File: config.mk
export PLATFORM = sky130hd
export DESIGN_NAME = uart_baud_gen_frac
export DESIGN_NICKNAME = d
export VERILOG_FILES = /design/src/rtl/uart_baud_pkg.sv /design/src/rtl/uart_frac_accum.sv /design/src/rtl/uart_baud_gen_frac.sv
export SDC_FILE = /design/constraint.sdc
export NUM_CORES = 1
export LEC_CHECK = 0
export BUFFER_PORTS_ARGS = -buffer_cell sky130_fd_sc_hd__buf_4
export CAP_MARGIN = 20
export CORE_MARGIN = 3
export CORE_UTILIZATION = 35
export DETAILED_ROUTE_END_ITERATION = 10
export MAX_ROUTING_LAYER = met4
export PLACE_DENSITY = 0.55
export SYNTH_ARGS = -nofsm -noshare
export SYNTH_HDL_FRONTEND = slang
export SYNTH_SLANG_ARGS = --single-unit
File: constraint.sdc
create_clock -name clk -period 7 [get_ports clk]
set_input_delay 1.75 -clock clk [delete_from_list [all_inputs] [get_ports clk]]
set_output_delay 1.75 -clock clk [all_outputs]
set_load 0.05 [all_outputs]
File: src/rtl/uart_baud_pkg.sv
// Shared defaults and helpers for the fractional UART baud/acquisition tick generator.
package uart_baud_pkg;

   localparam int DEF_PERIOD_W   = 13;
   localparam int DEF_FRAC_W     = 8;
   localparam int DEF_OVERSAMPLE = 8;
   localparam int DEF_FRAME_BITS = 10;
   localparam int DEF_FCOMP_W    = 4;

   // Shortest legal acquisition period; smaller programmed values are clamped up to it.
   localparam int MIN_PERIOD     = 2;

   function automatic int idx_width(input int n);
      int w;
      w = 0;
      while ((1 << w) < n) w++;
      return (w < 1) ? 1 : w;
   endfunction

endpackage

File: src/rtl/uart_frac_accum.sv
// Fractional phase accumulator: adds the fraction on each step strobe and registers the carry-out
// so the following acquisition period can be stretched by one clock.
module uart_frac_accum
   import uart_baud_pkg::*;
#(
   parameter int FRAC_W = DEF_FRAC_W
) (
   input  logic              clk,
   input  logic              rst,
   input  logic              clear_i,
   input  logic              step_i,
   input  logic [FRAC_W-1:0] frac_i,
   output logic              carry_o
);

   logic [FRAC_W-1:0] acc_q, acc_d;
   logic              carry_q, carry_d;
   logic [FRAC_W:0]   sum;

   // NOTE: every variable gets a default before any branch, so no path leaves it unassigned (no latch).
   always_comb begin
      sum     = {1'b0, acc_q} + {1'b0, frac_i};
      acc_d   = acc_q;
      carry_d = carry_q;
      if (clear_i) begin
         acc_d   = '0;
         carry_d = 1'b0;
      end else if (step_i) begin
         acc_d   = sum[FRAC_W-1:0];
         carry_d = sum[FRAC_W];
      end
   end

   // NOTE: non-blocking assignments so every flop samples pre-edge values regardless of block order.
   always_ff @(posedge clk) begin
      if (rst) begin
         acc_q   <= '0;
         carry_q <= 1'b0;
      end else begin
         acc_q   <= acc_d;
         carry_q <= carry_d;
      end
   end

   assign carry_o = carry_q;

endmodule

File: src/rtl/uart_baud_gen_frac.sv
// Baud/acquisition tick generator: fractional acquisition period, per-bit and per-frame ticks,
// frame-end cycle compensation, with configuration shadowed at frame boundaries.
module uart_baud_gen_frac
   import uart_baud_pkg::*;
#(
   parameter int  PERIOD_W   = DEF_PERIOD_W,
   parameter int  FRAC_W     = DEF_FRAC_W,
   parameter int  OVERSAMPLE = DEF_OVERSAMPLE,
   parameter int  FRAME_BITS = DEF_FRAME_BITS,
   parameter int  FCOMP_W    = DEF_FCOMP_W,
   localparam int OS_W       = idx_width(OVERSAMPLE)
) (
   input  logic                clk,
   input  logic                rst,
   input  logic                baud_en_i,
   input  logic [PERIOD_W-1:0] acq_period_i,
   input  logic [FRAC_W-1:0]   acq_frac_i,
   input  logic [FCOMP_W-1:0]  frame_comp_i,
   output logic                acq_tick_o,
   output logic                sample_tick_o,
   output logic                baud_tick_o,
   output logic                frame_tick_o,
   output logic [OS_W-1:0]     acq_idx_o,
   output logic [3:0]          bit_idx_o
);

   // Two spare bits cover clamp, carry and frame compensation on top of the integer period.
   localparam int              CNT_W    = PERIOD_W + 2;
   localparam logic [OS_W-1:0] ACQ_LAST = OS_W'(OVERSAMPLE - 1);
   localparam logic [OS_W-1:0] ACQ_MID  = OS_W'(OVERSAMPLE / 2 - 1);
   localparam logic [3:0]      BIT_LAST = 4'(FRAME_BITS - 1);

   logic [PERIOD_W-1:0] per_q, per_d;
   logic [FRAC_W-1:0]   frac_q, frac_d;
   logic [FCOMP_W-1:0]  comp_q, comp_d;
   logic [CNT_W-1:0]    cnt_q, cnt_d, period;
   logic [OS_W-1:0]     acq_idx_q, acq_idx_d;
   logic [3:0]          bit_idx_q, bit_idx_d;
   logic                acq_tick_q, acq_tick_d;
   logic                sample_tick_q, sample_tick_d;
   logic                baud_tick_q, baud_tick_d;
   logic                frame_tick_q, frame_tick_d;
   logic                carry, wrap, last_acq;

   uart_frac_accum #(.FRAC_W(FRAC_W)) u_accum (
      .clk     (clk),
      .rst     (rst),
      .clear_i (~baud_en_i),
      .step_i  (wrap),
      .frac_i  (frac_q),
      .carry_o (carry)
   );

   // Current period length: clamped integer part, fractional carry, and the frame-end extension.
   always_comb begin
      last_acq = (acq_idx_q == ACQ_LAST) && (bit_idx_q == BIT_LAST);
      period   = (per_q < PERIOD_W'(MIN_PERIOD)) ? CNT_W'(MIN_PERIOD) : CNT_W'(per_q);
      period   = period + CNT_W'(carry);
      if (last_acq) period = period + CNT_W'(comp_q);
      wrap     = baud_en_i && (cnt_q == period - CNT_W'(1));
   end

   // Shadow config follows the inputs while idle and is refreshed only at frame boundaries while running.
   always_comb begin
      per_d  = per_q;
      frac_d = frac_q;
      comp_d = comp_q;
      if (!baud_en_i || frame_tick_q) begin
         per_d  = acq_period_i;
         frac_d = acq_frac_i;
         comp_d = frame_comp_i;
      end
   end

   always_comb begin
      cnt_d         = '0;
      acq_idx_d     = '0;
      bit_idx_d     = '0;
      acq_tick_d    = 1'b0;
      sample_tick_d = 1'b0;
      baud_tick_d   = 1'b0;
      frame_tick_d  = 1'b0;
      if (baud_en_i) begin
         cnt_d     = cnt_q + CNT_W'(1);
         acq_idx_d = acq_idx_q;
         bit_idx_d = bit_idx_q;
         if (wrap) begin
            cnt_d         = '0;
            acq_tick_d    = 1'b1;
            sample_tick_d = (acq_idx_q == ACQ_MID);
            if (acq_idx_q == ACQ_LAST) begin
               acq_idx_d   = '0;
               baud_tick_d = 1'b1;
               if (bit_idx_q == BIT_LAST) begin
                  bit_idx_d    = '0;
                  frame_tick_d = 1'b1;
               end else begin
                  bit_idx_d = bit_idx_q + 4'd1;
               end
            end else begin
               acq_idx_d = acq_idx_q + OS_W'(1);
            end
         end
      end
   end

   always_ff @(posedge clk) begin
      if (rst) begin
         per_q         <= '0;
         frac_q        <= '0;
         comp_q        <= '0;
         cnt_q         <= '0;
         acq_idx_q     <= '0;
         bit_idx_q     <= '0;
         acq_tick_q    <= 1'b0;
         sample_tick_q <= 1'b0;
         baud_tick_q   <= 1'b0;
         frame_tick_q  <= 1'b0;
      end else begin
         per_q         <= per_d;
         frac_q        <= frac_d;
         comp_q        <= comp_d;
         cnt_q         <= cnt_d;
         acq_idx_q     <= acq_idx_d;
         bit_idx_q     <= bit_idx_d;
         acq_tick_q    <= acq_tick_d;
         sample_tick_q <= sample_tick_d;
         baud_tick_q   <= baud_tick_d;
         frame_tick_q  <= frame_tick_d;
      end
   end

   assign acq_tick_o    = acq_tick_q;
   assign sample_tick_o = sample_tick_q;
   assign baud_tick_o   = baud_tick_q;
   assign frame_tick_o  = frame_tick_q;
   assign acq_idx_o     = acq_idx_q;
   assign bit_idx_o     = bit_idx_q;

endmodule

==> results.json <==
{
  "status": "finished clean",
  "clkSinkCount": 60,
  "powerDensity_mw_per_mm2": 207,
  "timing.slew.headroom_pct": 35.3,
  "finalSetupViolCount": 0,
  "syn_area_per_cell_um2": 8.24,
  "grt_util_all_layers_pct": 16.1,
  "cp_slowest_cell": "o21ai_1",
  "wl_per_cell_um": 14.4,
  "drtAntennaViolNets": 0,
  "netlist_instances": 488,
  "drc_errors": 0,
  "cp-end-kind": "register",
  "rr_worst_depth": 19,
  "drt_wl_total_um": 9510,
  "tightest_slew_ps": 964,
  "crit_type": "register to register",
  "layout_min_cycle_time_ps": 5890,
  "synth_cell_types": 65,
  "area_delta_synth_final_pct": 17.3,
  "grt_max_degree": 32,
  "power_leakage_nw": 1.91,
  "grt_overflow": 0,
  "whs_path_depth": 2,
  "path_cells": "nor4_1 -> nand3_1 -> and2_1 -> ha_1 -> nand3_1 -> xor2_1 -> inv_1 -> ha_1 -> a21oi_1 -> nand2_1 -> xnor2_1 -> o31ai_1 -> nand3_1 -> xnor2_1 -> nor4_1 -> o211ai_1 -> or3_1 -> o21ai_1 -> nor2_1",
  "ctsResizeCount": 0,
  "p_clk_share_pct": 49.7,
  "hold_ws_ps": 454,
  "post-cts-setup-buffers": 0,
  "grt_pass1_vias": 3413,
  "p_sw_mw": 0.241,
  "antenna_cells": 0,
  "ctsHtreeMaxLevel": 3,
  "synth_edf_count": 0,
  "critPathLaunchType": "register",
  "swShare_pct": 24.7,
  "layout-drive-gt1-share_pct": 14.2,
  "die_w_um": 113,
  "critPathMaxFanout": 14,
  "fmax_mhz": 170,
  "num_vias": 3479,
  "grt_pass1_wl_um": 16500,
  "async_reset_ff_share_pct": 0,
  "dp_hpwl_um": 7210,
  "ys_seq_area_share_pct": 29.9,
  "initial_core_util_pct": 36.4,
  "clk_pin_slew_ps": 50,
  "finalSetupTns_ps": 0,
  "first_iter_violations": 221,
  "share_seq_of_total_power_pct": 37.1,
  "post-place-ws_ps": 1130,
  "io_buffers": 38,
  "crit_arrival_ps": 6070,
  "p_total_mw": 0.976,
  "hold_viol": 0,
  "numPlacedInstances": 645,
  "instances_no_fill": 661,
  "dieArea_mm2": 0.0128,
  "viasPerCell": 5.26,
  "grt_use_met3_pct": 3.69,
  "clockBufferDepth": 2,
  "fin_crit_sh_pct": 84.2,
  "rows": 38,
  "rsz0062_at_grt": "false",
  "netlist_area_mm2": 0.00402,
  "finClkSkew_ps": 6.00,
  "synth_nets": 537,
  "p_comb_share_pct": 13.2,
  "synth-main-ff-cell": "dfxtp_1",
  "hold_buffers": 0,
  "vdd_drop_max_v": 0.000233,
  "hold_path.class": "register to register",
  "cpPeakStageDelay_ps": 800,
  "cp_common_cell": "nand3_1",
  "cts_tree": "done",
  "io_pins": 39,
  "core_mm2": 0.0110,
  "crit_required_ps": 7170,
  "die_y_um": 113,
  "ys_ff_latch": 60,
  "layout.nets": 566,
  "antenna_found_initial": 0,
  "maxCapViolations": 0,
  "setup_slack_ps": 1110,
  "ys_warn_count": 0,
  "cts_buffers": 9,
  "grt_use_met2_pct": 24.4,
  "clk_latency_ps": 330,
  "gp_congestion": 0.908,
  "intPower_mw": 0.735,
  "design_area_mm2": 0.00471,
  "dr.pass1.iters": 4,
  "grt.busiest_layer": "met2",
  "slew_viol_final": 0,
  "met1_usage_pct": 21.4,
  "placed_area_mm2": 0.00438,
  "root_buffer": "clkbuf_16",
  "final_util_pct": 42.7
}
-- cell usage in the layout (no fill, tap or decap), types with 3 or more instances in the layout --
cell type / n
xnor2_1: 31
buf_4: 40
mux2i_1: 3
a22o_1: 12
a21oi_1: 42
nand2b_1: 5
ha_1: 19
a211oi_1: 3
inv_1: 16
a31oi_1: 3
nor2_1: 32
nand3_1: 20
o211ai_1: 5
or3_1: 7
o21ai_0: 9
dfxtp_1: 60
xor2_1: 25
and4_1: 3
o31ai_1: 4
nor3_1: 10
nor4_1: 8
nand2_1: 68
nor3b_1: 3
nand4_1: 8
nor2b_1: 4
or4_1: 3
nand4b_1: 3
and3_1: 8
a21o_1: 7
clkbuf_16: 9
o21bai_1: 4
and2_1: 5
-- cells by family (layout without fill, tap and decap cells) --
family	Yosys count	in the layout	share of synthesized area, %
and+or+nand+nor	200	200	25.8
AOI/OAI and AO/OA	106	106	18.9
buffers and inverters	38	71	4.14
adders and majority gates	21	21	6.91
muxes	5	5	1.31
DFF	60	60	29.9
xor gates and xnor gates	58	58	13.0
-- Yosys cell counts (all sizes together) (4+ instances only) --
master / n / area share, %
xnor2: 32 / 7.2
buf: 12 / 1.7
nor4: 8 / 1.2
inv: 16 / 1.5
nand2b: 5 / 0.78
and2: 5 / 0.78
clkbuf: 10 / 0.93
o211ai: 6 / 1.5
ha: 19 / 5.9
a211oi: 4 / 1.1
xor2: 26 / 5.9
nor3b: 4 / 0.87
o31ai: 5 / 1.1
nand3: 22 / 3.0
nor2b: 4 / 0.62
a21oi: 42 / 5.2
nor3: 12 / 1.7
a22o: 12 / 2.6
dfxtp: 60 / 30
and3: 8 / 1.2
nand4: 8 / 1.2
a21o: 7 / 1.3
nand4b: 4 / 1.0
nand2: 68 / 6.4
o21ai: 10 / 1.2
or4: 4 / 0.84
or3: 7 / 1.1
o21bai: 4 / 0.75
nor2: 33 / 3.1
-- critical path: cells and delay by family (launching register included) --
| family | cells | cell delay, ps |
|---|---|---|
| and+or+nand+nor | 9 | 2100 |
| buffers and inverters | 1 | 150 |
| xor gates and xnor gates | 3 | 710 |
| DFF | 1 | 430 |
| AOI/OAI and AO/OA | 4 | 1770 |
| adders and majority gates | 2 | 570 |
-- per-layer routing --
layer | share of wire (%) | wire length, um | up-vias
met3 | 3.7 | 352 | 12
met1 | 50 | 4770 | 1612
met5 | 0 | 0 | -
li1 | - | - | 1797
met2 | 45 | 4250 | 58
met4 | 1.4 | 137 | 0
-- cell type report --
cell class | count | area (um2)
clock buffers | 11 | 253
clock inverters | 4 | 72.6
fillers | 1129 | 6320
inverters | 16 | 60.1
multi-input cells | 390 | 2650
flip-flops and latches | 60 | 1200
well taps | 140 | 175
repair buffers | 40 | 300
-- path summary, 6_finish.rpt --
path,end,slack [ps],start
max,cnt_q[13]$_SDFF_PP0_,1110,per_q[4]$_SDFFE_PP0P_
min,frac_q[0]$_SDFFE_PP0P_,450,frac_q[0]$_SDFFE_PP0P_
max reg2reg,cnt_q[13]$_SDFF_PP0_,1110,per_q[4]$_SDFFE_PP0P_
min reg2reg,frac_q[0]$_SDFFE_PP0P_,450,frac_q[0]$_SDFFE_PP0P_
-- power groups by stage --
stage          clock network [mW]  logic (mW)  registers, mW
6_report                    0.485       0.129          0.362
5_1_grt                     0.511       0.146          0.364
4_1_cts                     0.497       0.129          0.362
3_5_place_dp                    0       0.128          0.369
3_3_place_gp                    0       0.127          0.369
2_1_floorplan                   0       0.103          0.363
-- registers in the layout, summed over array words and instances, names as in the netlist --
| name | flops |
|---|---|
| per_q | 13 |
| baud_tick_o | 1 |
| u_accum.carry_o | 1 |
| frac_q | 8 |
| bit_idx_o | 4 |
| sample_tick_o | 1 |
| acq_idx_o | 3 |
| frame_tick_o | 1 |
| acq_tick_o | 1 |
| u_accum.acc_q | 8 |
| cnt_q | 15 |
| comp_q | 4 |
(Power assumes the default switching activity.)
